## config.mk

```make
export PLATFORM = sky130hd
export DESIGN_NAME = adrv9009_tfir_interp_flat
export DESIGN_NICKNAME = d
export VERILOG_FILES = /design/src/rtl/adrv9009_tx_pkg.sv /design/src/rtl/adrv9009_tfir_interp_if.sv /design/src/rtl/adrv9009_tfir_coeff_ram.sv /design/src/rtl/adrv9009_tfir_interp.sv /design/src/flat_wrapper.sv
export SDC_FILE = /design/constraint.sdc
export NUM_CORES = 2
export LEC_CHECK = 0
export ABC_AREA = 1
export ABC_CLOCK_PERIOD_IN_PS = 8400
export CORE_ASPECT_RATIO = 1.75
export CORE_MARGIN = 2
export CORE_UTILIZATION = 45
export CTS_BUF_LIST = sky130_fd_sc_hd__clkbuf_16
export DETAILED_ROUTE_END_ITERATION = 10
export PLACE_DENSITY = 0.67
export SYNTH_ARGS = -nofsm -noshare
export SYNTH_HDL_FRONTEND = slang
export SYNTH_SLANG_ARGS = --single-unit
```

## constraint.sdc

```tcl
create_clock -name clk_m -period 8.4 [get_ports clk_m]
set_input_delay 1.26 -clock clk_m [delete_from_list [all_inputs] [get_ports clk_m]]
set_output_delay 1.26 -clock clk_m [all_outputs]
set_load 0.1 [all_outputs]
```

## src/rtl/adrv9009_tx_pkg.sv

```systemverilog
// adrv9009_tx_pkg
// Shared definitions for the transmit FIR interpolator: data/coefficient
// widths, control-field encodings, FSM state codes and helper functions
// that map the control fields onto phase length, interpolation shift and
// output scaling.
package adrv9009_tx_pkg;

  localparam int DW       = 16;
  localparam int CW       = 16;
  localparam int MAX_TAPS = 48;
  localparam int ADDR_W   = 6;
  localparam int ACC_W    = 40;

  // mode_tfir: only 01 selects the short filter, every other code is 48 taps
  localparam logic [1:0] MODE_24 = 2'b01;

  // interp_tfir: 10 and 11 both mean x4
  localparam logic [1:0] INTERP_X1 = 2'b00;
  localparam logic [1:0] INTERP_X2 = 2'b01;

  localparam logic [1:0] GAIN_0DB  = 2'b00;
  localparam logic [1:0] GAIN_P6DB = 2'b01;
  localparam logic [1:0] GAIN_M6DB = 2'b10;

  // Right-shift applied to the Q1.15 x Q1.15 accumulator per gain setting
  localparam logic [4:0] SHIFT_0DB  = 5'd15;
  localparam logic [4:0] SHIFT_P6DB = 5'd14;
  localparam logic [4:0] SHIFT_M6DB = 5'd16;
  localparam logic [4:0] SHIFT_M12DB = 5'd17;

  // FSM state codes
  localparam logic [1:0] ST_IDLE = 2'd0;
  localparam logic [1:0] ST_MAC  = 2'd1;
  localparam logic [1:0] ST_RND  = 2'd2;
  localparam logic [1:0] ST_OUT  = 2'd3;

  localparam logic signed [ACC_W-1:0] SAT_MAX = ACC_W'(2 ** (DW - 1) - 1);
  localparam logic signed [ACC_W-1:0] SAT_MIN = ACC_W'(-(2 ** (DW - 1)));

  // log2 of the interpolation factor L
  function automatic logic [1:0] interp_shift(input logic [1:0] interp);
    case (interp)
      INTERP_X1: interp_shift = 2'd0;
      INTERP_X2: interp_shift = 2'd1;
      default:   interp_shift = 2'd2;
    endcase
  endfunction

  // Taps per polyphase branch, M = N / L
  function automatic logic [ADDR_W-1:0] phase_len(input logic taps24,
                                                  input logic [1:0] lsh);
    logic [ADDR_W-1:0] n;
    n = taps24 ? ADDR_W'(24) : ADDR_W'(48);
    phase_len = n >> lsh;
  endfunction

  function automatic logic [4:0] gain_shift(input logic [1:0] gain);
    case (gain)
      GAIN_0DB:  gain_shift = SHIFT_0DB;
      GAIN_P6DB: gain_shift = SHIFT_P6DB;
      GAIN_M6DB: gain_shift = SHIFT_M6DB;
      default:   gain_shift = SHIFT_M12DB;
    endcase
  endfunction

  // Round half up, arithmetic shift, then clamp to the signed DW range
  function automatic logic signed [DW-1:0] round_sat(input logic signed [ACC_W-1:0] acc,
                                                     input logic [4:0] sh);
    logic signed [ACC_W-1:0] bias;
    logic signed [ACC_W-1:0] sum;
    logic signed [ACC_W-1:0] shifted;
    logic signed [ACC_W-1:0] clamped;
    bias    = ACC_W'(1) <<< (sh - 5'd1);
    sum     = acc + bias;
    shifted = sum >>> sh;
    if (shifted > SAT_MAX)      clamped = SAT_MAX;
    else if (shifted < SAT_MIN) clamped = SAT_MIN;
    else                        clamped = shifted;
    round_sat = clamped[DW-1:0];
  endfunction

endpackage

```

## src/rtl/adrv9009_tfir_interp_if.sv

```systemverilog
// adrv9009_tfir_interp_if
// Sample streaming bundle for the TX FIR interpolator.
//   in / in_valid / in_ready    : low-rate input samples toward the filter
//   out / out_valid / out_ready : interpolated samples toward the DAC side
// master = sample source/sink around the filter, slave = the filter itself.
interface adrv9009_tfir_interp_if;
  logic signed [adrv9009_tx_pkg::DW-1:0] in;
  logic                                  in_valid;
  logic                                  in_ready;
  logic signed [adrv9009_tx_pkg::DW-1:0] out;
  logic                                  out_valid;
  logic                                  out_ready;

  modport master (
    output in, in_valid, out_ready,
    input  in_ready, out, out_valid
  );

  modport slave (
    input  in, in_valid, out_ready,
    output in_ready, out, out_valid
  );
endinterface

```

## src/rtl/adrv9009_tfir_coeff_ram.sv

```systemverilog
// adrv9009_tfir_coeff_ram
// MAX_TAPS x CW coefficient store, synchronous write, asynchronous read.
// Not reset: coefficients survive a reset of the filter datapath.
// Ports:
//   clk_m   : clock
//   wr_en   : write strobe, already qualified by the parent
//   wr_addr : write index
//   wr_data : coefficient to store
//   rd_addr : read index for the MAC engine
//   rd_data : coefficient at rd_addr (combinational)
module adrv9009_tfir_coeff_ram
  import adrv9009_tx_pkg::*;
(
  input  logic                     clk_m,
  input  logic                     wr_en,
  input  logic [ADDR_W-1:0]        wr_addr,
  input  logic signed [CW-1:0]     wr_data,
  input  logic [ADDR_W-1:0]        rd_addr,
  output logic signed [CW-1:0]     rd_data
);

  logic signed [CW-1:0] mem_q [MAX_TAPS];
  logic signed [CW-1:0] mem_d [MAX_TAPS];

  always_comb begin
    mem_d = mem_q;
    if (wr_en && (wr_addr < ADDR_W'(MAX_TAPS))) mem_d[wr_addr] = wr_data;
  end

  always_ff @(posedge clk_m) begin
    mem_q <= mem_d;
  end

  // Out-of-range reads return zero rather than an undefined entry
  assign rd_data = (rd_addr < ADDR_W'(MAX_TAPS)) ? mem_q[rd_addr] : '0;

endmodule

```

## src/rtl/adrv9009_tfir_interp.sv

```systemverilog
// adrv9009_tfir_interp
// Transmit polyphase FIR interpolator (x1/x2/x4, 24 or 48 taps) with a
// single time-multiplexed MAC, gain, rounding and saturation, plus a
// registered bypass path when the filter is disabled.
// Ports:
//   clk_m       : processing clock
//   reset       : synchronous, active-high
//   io          : sample stream (slave side), see adrv9009_tfir_interp_if
//   en_tfir     : 1 = filter, 0 = bypass (coefficient writes allowed)
//   mode_tfir   : 01 = 24 taps, otherwise 48
//   interp_tfir : 00 = x1, 01 = x2, 1x = x4
//   gain_tfir   : 00 = 0 dB, 01 = +6 dB, 10 = -6 dB, 11 = -12 dB
//   wr_en/addr_in/coeff_in : coefficient write port
module adrv9009_tfir_interp
  import adrv9009_tx_pkg::*;
(
  input  logic                 clk_m,
  input  logic                 reset,
  adrv9009_tfir_interp_if.slave io,
  input  logic                 en_tfir,
  input  logic [1:0]           mode_tfir,
  input  logic [1:0]           interp_tfir,
  input  logic [1:0]           gain_tfir,
  input  logic                 wr_en,
  input  logic [ADDR_W-1:0]    addr_in,
  input  logic signed [CW-1:0] coeff_in
);

  logic [1:0]              state_q, state_d;
  logic [ADDR_W-1:0]       k_q, k_d;
  logic [1:0]              p_q, p_d;
  logic [ADDR_W-1:0]       m_q, m_d;
  logic [1:0]              lsh_q, lsh_d;
  logic [1:0]              gain_q, gain_d;
  logic signed [ACC_W-1:0] acc_q, acc_d;
  logic signed [DW-1:0]    out_q, out_d;
  logic                    out_valid_q, out_valid_d;
  logic                    en_q, en_d;
  logic signed [DW-1:0]    hist_q [MAX_TAPS];
  logic signed [DW-1:0]    hist_d [MAX_TAPS];

  logic                    en_rise;
  logic                    in_ready_c;
  logic                    accept;
  logic                    ram_we;
  logic [ADDR_W-1:0]       coef_addr;
  logic signed [CW-1:0]    coef_rd;
  logic signed [2*DW-1:0]  prod;
  logic signed [ACC_W-1:0] acc_base;
  logic [2:0]              last_phase;

  assign en_rise = en_tfir && !en_q;

  // Coefficients may only change while the filter is not using them
  assign ram_we = wr_en && !en_tfir && (addr_in < ADDR_W'(MAX_TAPS));

  // Polyphase index h[k*L + p]; p < L so the sum never carries past N-1
  assign coef_addr = (k_q << lsh_q) + ADDR_W'(p_q);

  adrv9009_tfir_coeff_ram u_coeff_ram (
    .clk_m   (clk_m),
    .wr_en   (ram_we),
    .wr_addr (addr_in),
    .wr_data (coeff_in),
    .rd_addr (coef_addr),
    .rd_data (coef_rd)
  );

  // Bypass accepts whenever the output register is free or draining; the
  // filter only accepts in IDLE, and never in the cycle that clears history.
  always_comb begin
    if (reset)         in_ready_c = 1'b0;
    else if (!en_tfir) in_ready_c = !out_valid_q || io.out_ready;
    else               in_ready_c = !en_rise && (state_q == ST_IDLE) &&
                                    (!out_valid_q || io.out_ready);
  end

  assign accept       = io.in_valid && in_ready_c;
  assign io.in_ready  = in_ready_c;
  assign io.out       = out_q;
  assign io.out_valid = out_valid_q;

  always_comb begin
    prod       = coef_rd * hist_q[k_q];
    acc_base   = (k_q == '0) ? '0 : acc_q;
    last_phase = (3'd1 << lsh_q) - 3'd1;
  end

  // Main control: bypass register, history clear on enable, and the
  // IDLE -> MAC (M cycles) -> RND -> OUT loop repeated once per phase.
  always_comb begin
    state_d     = state_q;
    k_d         = k_q;
    p_d         = p_q;
    m_d         = m_q;
    lsh_d       = lsh_q;
    gain_d      = gain_q;
    acc_d       = acc_q;
    out_d       = out_q;
    out_valid_d = out_valid_q;
    hist_d      = hist_q;
    en_d        = en_tfir;

    if (!en_tfir) begin
      state_d = ST_IDLE;
      if (io.out_ready) out_valid_d = 1'b0;
      if (accept) begin
        out_d       = io.in;
        out_valid_d = 1'b1;
      end
    end else if (en_rise) begin
      state_d = ST_IDLE;
      hist_d  = '{default: '0};
      if (io.out_ready) out_valid_d = 1'b0;
    end else begin
      case (state_q)
        ST_IDLE: begin
          if (io.out_ready) out_valid_d = 1'b0;
          if (accept) begin
            hist_d[0] = io.in;
            for (int i = 1; i < MAX_TAPS; i++) hist_d[i] = hist_q[i-1];
            lsh_d   = interp_shift(interp_tfir);
            m_d     = phase_len(mode_tfir == MODE_24, interp_shift(interp_tfir));
            gain_d  = gain_tfir;
            p_d     = 2'd0;
            k_d     = '0;
            state_d = ST_MAC;
          end
        end
        ST_MAC: begin
          acc_d = acc_base + $signed({{(ACC_W-2*DW){prod[2*DW-1]}}, prod});
          if (k_q == m_q - ADDR_W'(1)) state_d = ST_RND;
          else                         k_d     = k_q + ADDR_W'(1);
        end
        ST_RND: begin
          out_d       = round_sat(acc_q, gain_shift(gain_q));
          out_valid_d = 1'b1;
          state_d     = ST_OUT;
        end
        ST_OUT: begin
          if (io.out_ready) begin
            out_valid_d = 1'b0;
            if ({1'b0, p_q} < last_phase) begin
              p_d     = p_q + 2'd1;
              k_d     = '0;
              state_d = ST_MAC;
            end else begin
              state_d = ST_IDLE;
            end
          end
        end
        default: state_d = ST_IDLE;
      endcase
    end
  end

  always_ff @(posedge clk_m) begin
    if (reset) begin
      state_q     <= ST_IDLE;
      k_q         <= '0;
      p_q         <= '0;
      m_q         <= '0;
      lsh_q       <= '0;
      gain_q      <= '0;
      acc_q       <= '0;
      out_q       <= '0;
      out_valid_q <= 1'b0;
      en_q        <= 1'b0;
      hist_q      <= '{default: '0};
    end else begin
      state_q     <= state_d;
      k_q         <= k_d;
      p_q         <= p_d;
      m_q         <= m_d;
      lsh_q       <= lsh_d;
      gain_q      <= gain_d;
      acc_q       <= acc_d;
      out_q       <= out_d;
      out_valid_q <= out_valid_d;
      en_q        <= en_d;
      hist_q      <= hist_d;
    end
  end

endmodule

```

## src/flat_wrapper.sv

```systemverilog
// flat-port wrapper written by rule: the top's interface ports become plain ports
module adrv9009_tfir_interp_flat import adrv9009_tx_pkg::*;
  (clk_m, reset, en_tfir, mode_tfir, interp_tfir, gain_tfir, wr_en, addr_in, coeff_in, io_in, io_in_valid, io_out_ready, io_in_ready, io_out, io_out_valid);
  adrv9009_tfir_interp_if io_i ();
  input  logic clk_m;
  input  logic reset;
  input  logic en_tfir;
  input  logic [1:0] mode_tfir;
  input  logic [1:0] interp_tfir;
  input  logic [1:0] gain_tfir;
  input  logic wr_en;
  input  logic [ADDR_W-1:0] addr_in;
  input  logic signed [CW-1:0] coeff_in;
  input wire logic [$bits(io_i.in)-1:0] io_in;
  input wire logic [$bits(io_i.in_valid)-1:0] io_in_valid;
  input wire logic [$bits(io_i.out_ready)-1:0] io_out_ready;
  output wire logic [$bits(io_i.in_ready)-1:0] io_in_ready;
  output wire logic [$bits(io_i.out)-1:0] io_out;
  output wire logic [$bits(io_i.out_valid)-1:0] io_out_valid;
  assign io_i.in = io_in;
  assign io_i.in_valid = io_in_valid;
  assign io_i.out_ready = io_out_ready;
  assign io_in_ready = io_i.in_ready;
  assign io_out = io_i.out;
  assign io_out_valid = io_i.out_valid;
  adrv9009_tfir_interp u_core (.clk_m(clk_m), .reset(reset), .io(io_i), .en_tfir(en_tfir), .mode_tfir(mode_tfir), .interp_tfir(interp_tfir), .gain_tfir(gain_tfir), .wr_en(wr_en), .addr_in(addr_in), .coeff_in(coeff_in));
endmodule
```

==> results.toml <==
[global_route]
overflow = 0
grt_pass1_vias = 71600
grt_pass1_wl_mm = 408
antenna_found_initial = 4
grt_util_all_layers_pct = 27.3
grt_max_degree = 234

[placed_design]
place_inst = 12600
postPlaceCellArea_um2 = 92000
port_buffers = 67
dpl.hpwl_mm = 188
dp_slack_ps = -1370
gp_congestion = 0.988

[synth]
yosys.area.top_type_share_pct = 27.1
syn-cell-area_um2 = 85100
synthFlopType = "dfxtp_1"
postSynthCellCount = 10000
ys_types = 71
ys_ff_latch = 1614
synth-edff-count = 768
syn_area_per_cell_um2 = 8.49
ys_seq_area_share_pct = 47.0
yosys_warnings = 0
synthArstFlopShare_pct = 0
synthTopCellsByArea = "edfxtp_1 (27%), dfxtp_1 (20%), nand2_1 (12%)"
yosysTopAreaCell = "edfxtp_1"

[floorplan]
io_pins = 68
start_util_pct = 45.2
die_x_um = 333
fp.dieH_um = 579
core_area_um2 = 188000
rows = 211
dieArea_um2 = 193000

[sta]
worst_slack_ps = -535
period_needed_ps = 8930
tightestPinTransition_ps = 1220
rsz0062_at_grt = "true"
relSlewSlack_pct = 18.6
setup_violations = 19
fin_crit_sh_pct = 106
clock_skew_ps = 40.8
final_max_slew_viol_count = 0
setup_tns_ps = -5700
fmax_ghz = 0.112
hold_violations = 0

[run_status]
status = "finished with violations"
violations = "negative setup slack"

[final_layout]
final_common_cell = "nand2_1"
drive_gt1_share_pct = 14.0
stdcell_area_um2 = 99600
fillCellCount = 17200
final_cell_mix = "nand2_1 (2,758), a21oi_1 (1,267), inv_1 (850)"
regArea_um2 = 40000
area.growth.synth_to_final_pct = 17.0
final_nets = 10900
multi_input_area_um2 = 40700
fin_cells = 12900

[worst_setup_path]
critPathMaxFanout = 7
required_ps = 9160
startpoint_type = "flip-flop"
max_stage_delay_ps = 800
cpMostUsedCell = "inv_2"
crit_path_end_kind = "flip-flop"
critPathKind = "flip-flop to flip-flop"
cp.arrival_ps = 9700
slowest_stage = "fa_4"

[clock_tree]
cts-hold-fix-buffers = 0
htree_num_levels = 4
cts_buffer_depth = 4
insertion_delay_ps = 820
cts_buffers = 160
cts_tree = "done"
root_buffer = "clkbuf_16"
path_clk_slew_ps = 60
clock-sinks = 1614

[detailed_routing]
vias = 72000
dr.pass1.iters = 6
wl_mm = 271
post-route-drc-count = 0
first_iter_violations = 5593
postRouteAntennaNets = 0
viasPerCell = 5.56
wl_per_cell_um = 20.9

[power]
powerDensity_nw_per_um2 = 160
vdd_drop_max_mv = 0.177
p_leak_nw = 38.4
power_mw = 15.9

[flow_run]
drv_cap = 0

[worst_hold_path]
min_path_type = "flip-flop to flip-flop"
## final cells by class
cell class	instances	area share [%]
inverter	885	3.40
timing repair inverter	3	0.0503
timing repair buffer	814	7.54
clock buffer	161	4.05
tap	2449	3.08
clock inverter	120	0.848
antenna	4	0.0101
multi-input combinational	6885	40.9
sequential	1614	40.2
## metal layers
layer  global-route usage (%)  vias up  part of all wire, %
met2                     50.2     2219                   52
li1                         -    34000                    -
met3                     3.09      909                  4.1
met4                     25.4        0                   11
met5                        0        -                    0
met1                     26.7    34800                   33
## kinds of logic after synthesis
logic type / count (synthesis) / synth area share (%)
other: 1 / 0.00441
and+or+nand+nor: 3851 / 17.9
adders and majority gates: 497 / 10.2
muxes: 148 / 1.84
DFF: 1614 / 47.0
buffers and inverters: 1535 / 7.05
AOI/OAI and AO/OA: 2323 / 15.4
xor gates and xnor gates: 55 / 0.575
## state kept, by name (all words and copies together), names as in the netlist
name	cells
u_core.p_q	2
u_core.k_q	6
u_core.state_q	2
u_core.hist_q	768
u_core.io.out	16
u_core.lsh_q	2
u_core.u_coeff_ram.mem_q	768
u_core.acc_q	40
u_core.en_q	1
u_core.io.out_valid	1
u_core.m_q	6
u_core.gain_q	2
## metrics by stage
step / hold slack, ps / utilization, %
floorplan: 438 / -
global placement: 448 / 48.8
CTS: 456 / 52.1
global route: 471 / 52.8
detailed placement: 453 / 48.8
finish: 460 / 52.8
## critical path, delay by kind of cell (launching register included)
family          cells  cell delay, ps
buf+inv            19            1730
simple gates       12            1130
compound gates     11            1380
fa+ha+maj           9            4210
flops               1             380
## power breakdown
part,total (mW),switching [mW],internal (mW)
sequential,8.25,0.00810,8.24
combinational,0.834,0.581,0.252
clock,6.86,3.08,3.77
total,15.9,3.67,12.3
## synth_stat cells, types with 47 or more instances
master	instances
inv_1	863
o21ai_0	527
ha_1	164
dfxtp_1	846
nor2_1	591
nand3_1	345
fa_1	333
nand2_1	2797
mux2i_1	79
buf_2	125
o32ai_1	61
clkbuf_1	473
mux2_2	69
o221ai_1	47
a21oi_1	1310
edfxtp_1	768
o211ai_1	65
## path summary, 6_finish.rpt
| check | from | endpoint | slack (ps) | depth (start not counted) |
|---|---|---|---|---|
| worst min register to register | u_core.hist_q[399] | u_core.hist_q[383] | 460 | 2 |
| worst max register to register | u_core.k_q[0] | u_core.acc_q[37] | -530 | 51 |
| worst max-delay path | u_core.k_q[0] | u_core.acc_q[37] | -530 | 51 |
| worst min-delay path | u_core.hist_q[399] | u_core.hist_q[383] | 460 | 2 |
## timing repair
action | CTS | global route
pin swaps | 104 | 137
setup endpoints to repair | 28 | 28
gates resized for setup | 245 | 280
gates cloned | 7 | 5
setup buffers | 36 | 44
Note: power is estimated with default switching activity, not from simulation.
